--- src/rtl/out_uart_tx_if.sv ---
// CPU-side output strobe/data and UART status signals for out_uart_tx.
// The CPU side takes the master modport and the transmitter takes the slave modport.
interface out_uart_tx_if #(
  parameter int DEPTH = 4
) ();
  logic                       doOut;
  logic [7:0]                 dbus;
  logic                       txd;
  logic                       busy;
  logic [$clog2(DEPTH+1)-1:0] count;
  logic                       full;
  logic                       overflow;

  modport master (
    output doOut, dbus,
    input  txd, busy, count, full, overflow
  );

  modport slave (
    input  doOut, dbus,
    output txd, busy, count, full, overflow
  );
endinterface

--- src/rtl/out_uart_tx.sv ---
// Serial output stage for the nic8 output register: captures bytes on doOut into a small FIFO
// and sends each one as an 8N1 UART frame on txd. Bytes that arrive while the FIFO is full are dropped.
//
// state | meaning
// IDLE  | line high, waiting for a queued byte
// START | start bit (txd=0)
// DATA  | 8 data bits, LSB first
// STOP  | stop bit (txd=1); chains straight into START when more bytes are queued
module out_uart_tx #(
  parameter int CLKS_PER_BIT = 4,
  parameter int DEPTH        = 4
) (
  input  logic         clk,
  input  logic         reset,
  out_uart_tx_if.slave bus
);
  localparam int AW  = $clog2(DEPTH);
  localparam int CW  = $clog2(DEPTH + 1);
  localparam int CCW = $clog2(CLKS_PER_BIT);
  localparam logic [CCW-1:0] CYC_LAST = CCW'(CLKS_PER_BIT - 1);

  typedef enum logic [1:0] {IDLE, START, DATA, STOP} state_t;

  state_t         state_q, state_d;
  logic [CCW-1:0] cyc_q, cyc_d;
  logic [2:0]     bit_q, bit_d;
  logic [7:0]     shift_q, shift_d;
  logic           txd_q, txd_d;
  logic           busy_q, busy_d;

  logic [7:0]     mem_q [DEPTH];
  logic [AW-1:0]  wr_ptr_q, wr_ptr_d;
  logic [AW-1:0]  rd_ptr_q, rd_ptr_d;
  logic [CW-1:0]  count_q, count_d;
  logic           ovf_q, ovf_d;

  logic           full;
  logic           bit_end;
  logic           pop;
  logic           push_ok;

  assign full    = (count_q == CW'(DEPTH));
  assign bit_end = (cyc_q == CYC_LAST);
  assign pop     = (count_q != '0) && ((state_q == IDLE) || ((state_q == STOP) && bit_end));
  // A pop on the same edge frees a slot, so a full FIFO can still accept.
  assign push_ok = bus.doOut && (!full || pop);

  always_comb begin
    wr_ptr_d = wr_ptr_q;
    rd_ptr_d = rd_ptr_q;
    count_d  = count_q;
    ovf_d    = ovf_q;
    if (push_ok) wr_ptr_d = wr_ptr_q + 1'b1;
    if (pop)     rd_ptr_d = rd_ptr_q + 1'b1;
    if (bus.doOut && !push_ok) ovf_d = 1'b1;
    case ({push_ok, pop})
      2'b10:   count_d = count_q + 1'b1;
      2'b01:   count_d = count_q - 1'b1;
      default: count_d = count_q;
    endcase
  end

  always_comb begin
    state_d = state_q;
    cyc_d   = bit_end ? '0 : cyc_q + 1'b1;
    bit_d   = bit_q;
    shift_d = shift_q;
    txd_d   = txd_q;
    busy_d  = busy_q;
    case (state_q)
      IDLE: begin
        cyc_d = '0;
        if (pop) begin
          state_d = START;
          shift_d = mem_q[rd_ptr_q];
          txd_d   = 1'b0;
          busy_d  = 1'b1;
        end
      end
      START: begin
        if (bit_end) begin
          state_d = DATA;
          bit_d   = 3'd0;
          txd_d   = shift_q[0];
        end
      end
      DATA: begin
        if (bit_end) begin
          if (bit_q == 3'd7) begin
            state_d = STOP;
            txd_d   = 1'b1;
          end else begin
            bit_d   = bit_q + 3'd1;
            shift_d = shift_q >> 1;
            txd_d   = shift_q[1];
          end
        end
      end
      STOP: begin
        if (bit_end) begin
          if (pop) begin
            state_d = START;
            shift_d = mem_q[rd_ptr_q];
            txd_d   = 1'b0;
          end else begin
            state_d = IDLE;
            txd_d   = 1'b1;
            busy_d  = 1'b0;
          end
        end
      end
      default: begin
        state_d = IDLE;
        txd_d   = 1'b1;
        busy_d  = 1'b0;
      end
    endcase
  end

  always_ff @(posedge clk or posedge reset) begin
    if (reset) begin
      state_q  <= IDLE;
      cyc_q    <= '0;
      bit_q    <= 3'd0;
      shift_q  <= 8'h00;
      txd_q    <= 1'b1;
      busy_q   <= 1'b0;
      wr_ptr_q <= '0;
      rd_ptr_q <= '0;
      count_q  <= '0;
      ovf_q    <= 1'b0;
    end else begin
      state_q  <= state_d;
      cyc_q    <= cyc_d;
      bit_q    <= bit_d;
      shift_q  <= shift_d;
      txd_q    <= txd_d;
      busy_q   <= busy_d;
      wr_ptr_q <= wr_ptr_d;
      rd_ptr_q <= rd_ptr_d;
      count_q  <= count_d;
      ovf_q    <= ovf_d;
    end
  end

  // Storage needs no reset: only slots behind valid pointers are ever read.
  always_ff @(posedge clk) begin
    if (push_ok) mem_q[wr_ptr_q] <= bus.dbus;
  end

  assign bus.txd      = txd_q;
  assign bus.busy     = busy_q;
  assign bus.count    = count_q;
  assign bus.full     = full;
  assign bus.overflow = ovf_q;
endmodule

--- src/flat_wrapper.sv ---
// flat-port wrapper written by rule: the top's interface ports become plain ports
module out_uart_tx_flat 
#(
  parameter int CLKS_PER_BIT = 4,
  parameter int DEPTH        = 4
)
  (clk, reset, bus_doOut, bus_dbus, bus_txd, bus_busy, bus_count, bus_full, bus_overflow);
  out_uart_tx_if #(.DEPTH(DEPTH)) bus_i ();
  input  logic clk;
  input  logic reset;
  input wire logic [$bits(bus_i.doOut)-1:0] bus_doOut;
  input wire logic [$bits(bus_i.dbus)-1:0] bus_dbus;
  output wire logic [$bits(bus_i.txd)-1:0] bus_txd;
  output wire logic [$bits(bus_i.busy)-1:0] bus_busy;
  output wire logic [$bits(bus_i.count)-1:0] bus_count;
  output wire logic [$bits(bus_i.full)-1:0] bus_full;
  output wire logic [$bits(bus_i.overflow)-1:0] bus_overflow;
  assign bus_i.doOut = bus_doOut;
  assign bus_i.dbus = bus_dbus;
  assign bus_txd = bus_i.txd;
  assign bus_busy = bus_i.busy;
  assign bus_count = bus_i.count;
  assign bus_full = bus_i.full;
  assign bus_overflow = bus_i.overflow;
  out_uart_tx #(.CLKS_PER_BIT(CLKS_PER_BIT), .DEPTH(DEPTH)) u_core (.clk(clk), .reset(reset), .bus(bus_i));
endmodule
--- config.mk ---
export PLATFORM = sky130hd
export DESIGN_NAME = out_uart_tx_flat
export DESIGN_NICKNAME = d
export VERILOG_FILES = /design/src/rtl/out_uart_tx_if.sv /design/src/rtl/out_uart_tx.sv /design/src/flat_wrapper.sv
export SDC_FILE = /design/constraint.sdc
export NUM_CORES = 1
export LEC_CHECK = 0
export CORE_ASPECT_RATIO = 0.9
export CORE_MARGIN = 5
export CORE_UTILIZATION = 38
export CTS_CLUSTER_DIAMETER = 120
export DETAILED_ROUTE_END_ITERATION = 16
export PLACE_DENSITY_LB_ADDON = 0.05
export RECOVER_POWER = 100
export SYNTH_ARGS = -nofsm -noshare
export SYNTH_HDL_FRONTEND = slang
export SYNTH_SLANG_ARGS = --single-unit
--- constraint.sdc ---
create_clock -name clk -period 6.15 [get_ports clk]
set_clock_uncertainty 0.05 [all_clocks]
set_input_delay 0.9225 -clock clk [delete_from_list [all_inputs] [get_ports clk]]
set_output_delay 0.9225 -clock clk [all_outputs]
set_load 0.01 [all_outputs]
Yosys cells after proc, flatten, opt, wreduce, memory -nomap -nowiden
Memory sizes are Yosys's and may differ from the RTL's.
Index checks and enable logic that the tools add are counted.
{"block": "totals", "regBits": 25, "ram_bits": 32, "output_inout_bits": 7, "elab_cells": 83, "mem_count": 1}
{"block": "op_classes", "add_sub_neg": 6, "n_eq_ne": 15, "n_mux": 32, "n_reduce_logical": 19}
{"name": "u_core.mem_q", "depth": 4, "width": 8, "rd": 1, "rd_ports_with_merged_regs": 0, "wr": 1, "line_no": "out_uart_tx.sv:31", "text": "logic [7:0] mem_q [DEPTH];"}
{"op": "$mux 8", "n": 4}
{"op": "$pmux 8 s3", "n": 1}
{"op": "$reduce_and 4->1", "n": 4}
{"op": "$mux 2", "n": 7}
{"op": "$mux 1", "n": 12}
{"op": "$pmux 3 s2", "n": 2}
{"op": "$ne 2x1->1 const B", "n": 5}
{"op": "$mux 3", "n": 3}
{"op": "$eq 2x2->1 const B", "n": 4}
{"op": "$pmux 2 s4", "n": 1}
{"op": "$add 2x1->2 const B", "n": 3}
{"op": "$add 3x1->3 const B", "n": 2}
{"op": "$eq 3x3->1 const B", "n": 2}
{"op": "$reduce_bool 2->1", "n": 3}
{"op": "$reduce_bool 3->1", "n": 2}
{"op": "$reduce_and 5->1", "n": 1}
{"op": "$eq 2x1->1 const B", "n": 2}
{"op": "$logic_and 1x1->1", "n": 4}
{"op": "$ne 2x2->1 const B", "n": 2}
{"op": "$pmux 1 s4", "n": 1}
{"op": "$sub 3x1->3 const B", "n": 1}
{"op": "$logic_not 1->1", "n": 2}
{"op": "$logic_not 2->1", "n": 1}
{"op": "$logic_or 1x1->1", "n": 2}
{"op": "$pmux 1 s2", "n": 1}

Depth between registers and ports, before layout
{"block": "logic_depth", "ltp_word": 8, "depth_mapped": 11, "ltp_nobuf": 11}

Worst setup path after synthesis
No wires, ideal clock.
{"block": "synth_timing", "path_type": "register to register", "startpoint": "reg u_core.state_q[0]", "endpoint": "reg u_core.count_q[1] (netlist: u_core.bus.count[1])", "setup_time_ns": 0.125, "t_arrival_ns": 2.205, "required_ns": 5.975, "setup_slack_ns": 3.770, "stages_incl_launch_ff": 10, "path_cell_list": "dfrtp_1 inv_1 ha_1 a21oi_1 nand2_1 and2_1 inv_1 ha_1 fa_1 mux2_2"}
{"block": "synth_between", "elab_chain_cells": 8, "elab_cells_between_ends": 11, "cone_classes": "3 x eq/ne; 1 x mux; 7 x reduce/logical"}
{"element": "from (decl)", "line_no": "out_uart_tx.sv:24", "text": "state_t state_q, state_d;"}
{"element": "from (signal assigned)", "line_no": "out_uart_tx.sv:133", "text": "state_q <= state_d;"}
{"element": "$eq 2x2->1", "line_no": "out_uart_tx.sv:44", "text": "assign pop = (count_q != '0) && ((state_q == IDLE) || ((state_q == STOP) && bit_end));"}
{"element": "$logic_and 1x1->1", "line_no": "out_uart_tx.sv:44"}
{"element": "$logic_or 1x1->1 (*)", "line_no": "out_uart_tx.sv:44"}
{"element": "$logic_and 1x1->1 (*)", "line_no": "out_uart_tx.sv:44"}
{"element": "$logic_or 1x1->1", "line_no": "out_uart_tx.sv:46", "text": "assign push_ok = bus.doOut && (!full || pop);"}
{"element": "$logic_and 1x1->1", "line_no": "out_uart_tx.sv:46"}
{"element": "$eq 2x1->1 or $eq 2x2->1 (tied branches)", "line_no": "out_uart_tx.sv:56", "text": "case ({push_ok, pop})"}
{"element": "$pmux 3 s2 (*)", "line_no": "out_uart_tx.sv:56"}
{"element": "net u_core.count_d[1]", "line_no": "out_uart_tx.sv:34", "text": "logic [CW-1:0] count_q, count_d;"}
{"element": "to (signal assigned)", "line_no": "out_uart_tx.sv:141", "text": "count_q <= count_d;"}
{"element": "to (decl)", "line_no": "out_uart_tx.sv:34"}
The timed path passes the listed nets; every way through them passes the cells marked *.
A chain may end at the register's enable or synchronous reset.

Final worst setup path
Same ends and word-level chain as after synthesis.

==> summary.md <==
| Metric | Value |
|---|---|
| Antenna violations before repair | 0 |
| Post-route core utilization | 0.460 |
| Maximum fanout along the worst path | 6 |
| Clk sinks | 57 |
| Via-to-Cell Ratio | 5.09 |
| Sequential-to-total area share from yosys stat | 0.607 |
| Setup tns final | 0 ns |
| DRC violations left | 0 |
| Adder-cell area share of the yosys netlist | 0.0746 |
| Compound-Gate Fraction of Synth Area | 0.118 |
| Die area | 8640 um2 |
| CTS Buf Count | 9 |
| Crit-path max cell delay | 0.43 ns |
| Leak | 1.22 nW |
| Met2 wire len | 2.44 mm |
| Number of global-route vias before repair | 1,713 |
| CP Class | flip-flop to flip-flop |
| Worst Path Required | 6.31 ns |
| Crit-path slowest cell | fa_1 |
| Clk_lat worst skew | 0.32 ns |
| Synth unique cells | 44 |
| Run status | finished clean |
| Pin count of the biggest net entering global routing | 26 |
| EDFF count, synth | 32 |
| Syn Area/Cell | 13.5 um2 |
| Post_cts resized | 0 |
| Synthesized area | 2620 um2 |
| Syn. warnings | 0 |
| Synth Area in Simple Gates | 0.0813 |
| XOR/XNOR Fraction of Synth Area | 0.0201 |
| FP Rows | 28 |
| Fraction of layout cells with a size suffix above 1 | 0.109 |
| Critical path buffers and inverters | 2 |
| 1st-iter DRT viols | 70 |
| Pre-antenna DRT Iters | 4 |
| Clk pin slew, worst setup/hold paths | 0.06 ns |
| Area contributors post-synth | edfxtp_1, dfrtp_1, ha_1, mux2i_1, o21ai_0 |
| Maxcap violations | 0 |
| Worst slew margin | 0.352 |
| Vias | 1,577 |
| Io pins | 18 |
| Layout Nets | 241 |
| Core Region | 6620 um2 |
| WP data arrival | 2.92 ns |
| Max VDD drop | 235 uV |
| Final worst-path cycle share | 0.449 |
| Largest family of logic cells by synthesized area | compound AO/OA/AOI/OAI gates |
| Setup WS pre-CTS | 3.21 ns |
| CTS Buffer Depth | 2 |
| Starting Density | 0.395 |
| First-pass GRT wire length | 8.48 mm |
| CTS tree | done |
| CP endpoint kind | flip-flop |
| RSZ-0062 raised after global routing | no |
| Total Routing Usage GR | 0.129 |
| Min Tclk post-route | 2.76 ns |
| Max-slew violation total from the final report | 0 |
| Vert. Die Dim | 88.7 um |
| Design Area, Final | 3040 um2 |
| Multiplexer share of the synthesized area | 0.0713 |
| CP cell instances | inv_1 -> ha_1 -> a21oi_1 -> nand2_1 -> and2_0 -> inv_1 -> ha_1 -> fa_1 -> mux2_2 |
| Detail Placement HPWL | 3.50 mm |
| Hold Vio Cnt, Final | 0 |
| Top FF cell, synth | edfxtp_1 |
| Die width | 97.4 um |
| FMAX | 0.362 GHz |
| Met3 routed WL | 182 um |
| Area grow syn2layout | 16.4% |
| Worst slew pin tran | 0.970 ns |
| Gpl congestion | 0.740 |
| Crit-path leading delay family | adder cells |
| Post-Syn Instances | 194 |
| Net Count, Synth | 220 |
| Yosys top cell area share | 0.367 |
| Layout fillers | 598 |
| Leading area contributor after synthesis | edfxtp_1 |
| Pwr dens | 513 nW/um2 |
| Diode count | 0 |
| Area post-placement | 2850 um2 |
| GRT overflow | 0 |
| # setup viols final | 0 |
| Clock Root Buffer | clkbuf_8 |
| Highest routed layer | met4 |
| Hold WC Path Type | flip-flop to flip-flop |
| H-tree level count | 3 |
| WL final | 5.00 mm |
| DRT antenna net count | 0 |
| Port-buffer cells | 17 |
| Setup Fix Bufs, Post-CTS | 0 |
| FF+latch count, synth | 57 |
| Post-route setup slack | 3.39 ns |
| Async SR Flop Fraction | 0.439 |
| DR WL/cell | 16.1 um |
| Hold-fix buffers, CTS | 0 |
| Met1 WL | 2.36 mm |
| Reg2Reg Setup Slack | 3.39 ns |
| Total power | 1.56 mW |
| Crit start category | flip-flop |
[layout by cell type, fill, tap and decap left out, types with 3 or more instances in the layout]
master / n
mux2i_1: 13
edfxtp_1: 32
nor3_1: 3
dlygate4sd3_1: 15
nand2_1: 15
inv_1: 7
nor2_1: 6
clkbuf_1: 3
o21ai_0: 22
a22oi_1: 9
ha_1: 14
dfrtp_1: 24
and3_1: 4
clkbuf_8: 10
xnor2_1: 4
nor2b_1: 3
[cells by family (layout without fill, tap and decap cells)]
kind of cell / after synthesis / count (layout)
mux: 17 / 17
xor+xnor: 6 / 6
buf+inv: 14 / 40
fa+ha+maj: 15 / 15
simple gates: 40 / 40
flops: 57 / 57
compound gates: 45 / 45
[worst register-to-register path, stage by stage, from the launching register on]
cell and delay (ns):
dfrtp_1 0.41, inv_1 0.14, ha_1 0.30, a21oi_1 0.33, nand2_1 0.19, and2_0 0.25
inv_1 0.08, ha_1 0.20, fa_1 0.43, mux2_2 0.27
[power by group]
part,internal [mW],switching [mW]
combinational,0.257,0.310
clock,0.223,0.137
sequential,0.534,0.100
[metrics by stage]
step	cells	hold slack, ns
floorplan	194	0.358
global placement	294	0.372
detailed placement	294	0.386
CTS	310	0.396
global route	310	0.418
finish	310	0.389
[final timing paths]
path	cells after the start	start	endpoint
setup / recovery	9	u_core.state_q[0]	u_core.bus.count[1]
hold / removal	1	u_core.cyc_q[0]	u_core.cyc_q[0]
setup reg to reg	9	u_core.state_q[0]	u_core.bus.count[1]
hold reg to reg	1	u_core.cyc_q[0]	u_core.cyc_q[0]
max in group asynchronous	2	reset	u_core.bit_q[0]
min in group asynchronous	2	reset	u_core.bus.overflow
[registers in the layout (all words and copies together), names as in the netlist]
| name | count |
|---|---|
| u_core.bit_q | 3 |
| u_core.bus.busy | 1 |
| u_core.bus.count | 3 |
| u_core.bus.overflow | 1 |
| u_core.bus.txd | 1 |
| u_core.cyc_q | 2 |
| u_core.mem_q | 32 |
| u_core.rd_ptr_q | 2 |
| u_core.shift_q | 8 |
| u_core.state_q | 2 |
| u_core.wr_ptr_q | 2 |
[cells in the mapped netlist, drive strengths merged (2+ instances only)]
cell type / count
and2b: 2
o21ai: 24
nand2: 16
inv: 7
ha: 14
and3: 4
a21oi: 2
xor2: 2
clkbuf: 2
edfxtp: 32
buf: 5
nor2b: 3
mux2i: 13
nor3: 3
nor2: 6
a22oi: 9
dfrtp: 24
mux2: 3
xnor2: 4
[layer usage]
layer,global-route usage,vias to the layer above
met5,0,-
met4,0.0667,0
met3,0.0292,2
met2,0.206,32
met1,0.166,786
li1,-,757
[cell type report]
type,instances,area (um2),area share
Sequential cell,57,1590,0.522
Clock buffer,14,174,0.0572
Multi-Input combinational cell,123,937,0.308
Clock inverter,2,35.0,0.0115
Tap cell,90,113,0.0370
Inverter,7,26.3,0.00863
Timing Repair Buffer,17,170,0.0559
(Power assumes the default switching activity.)
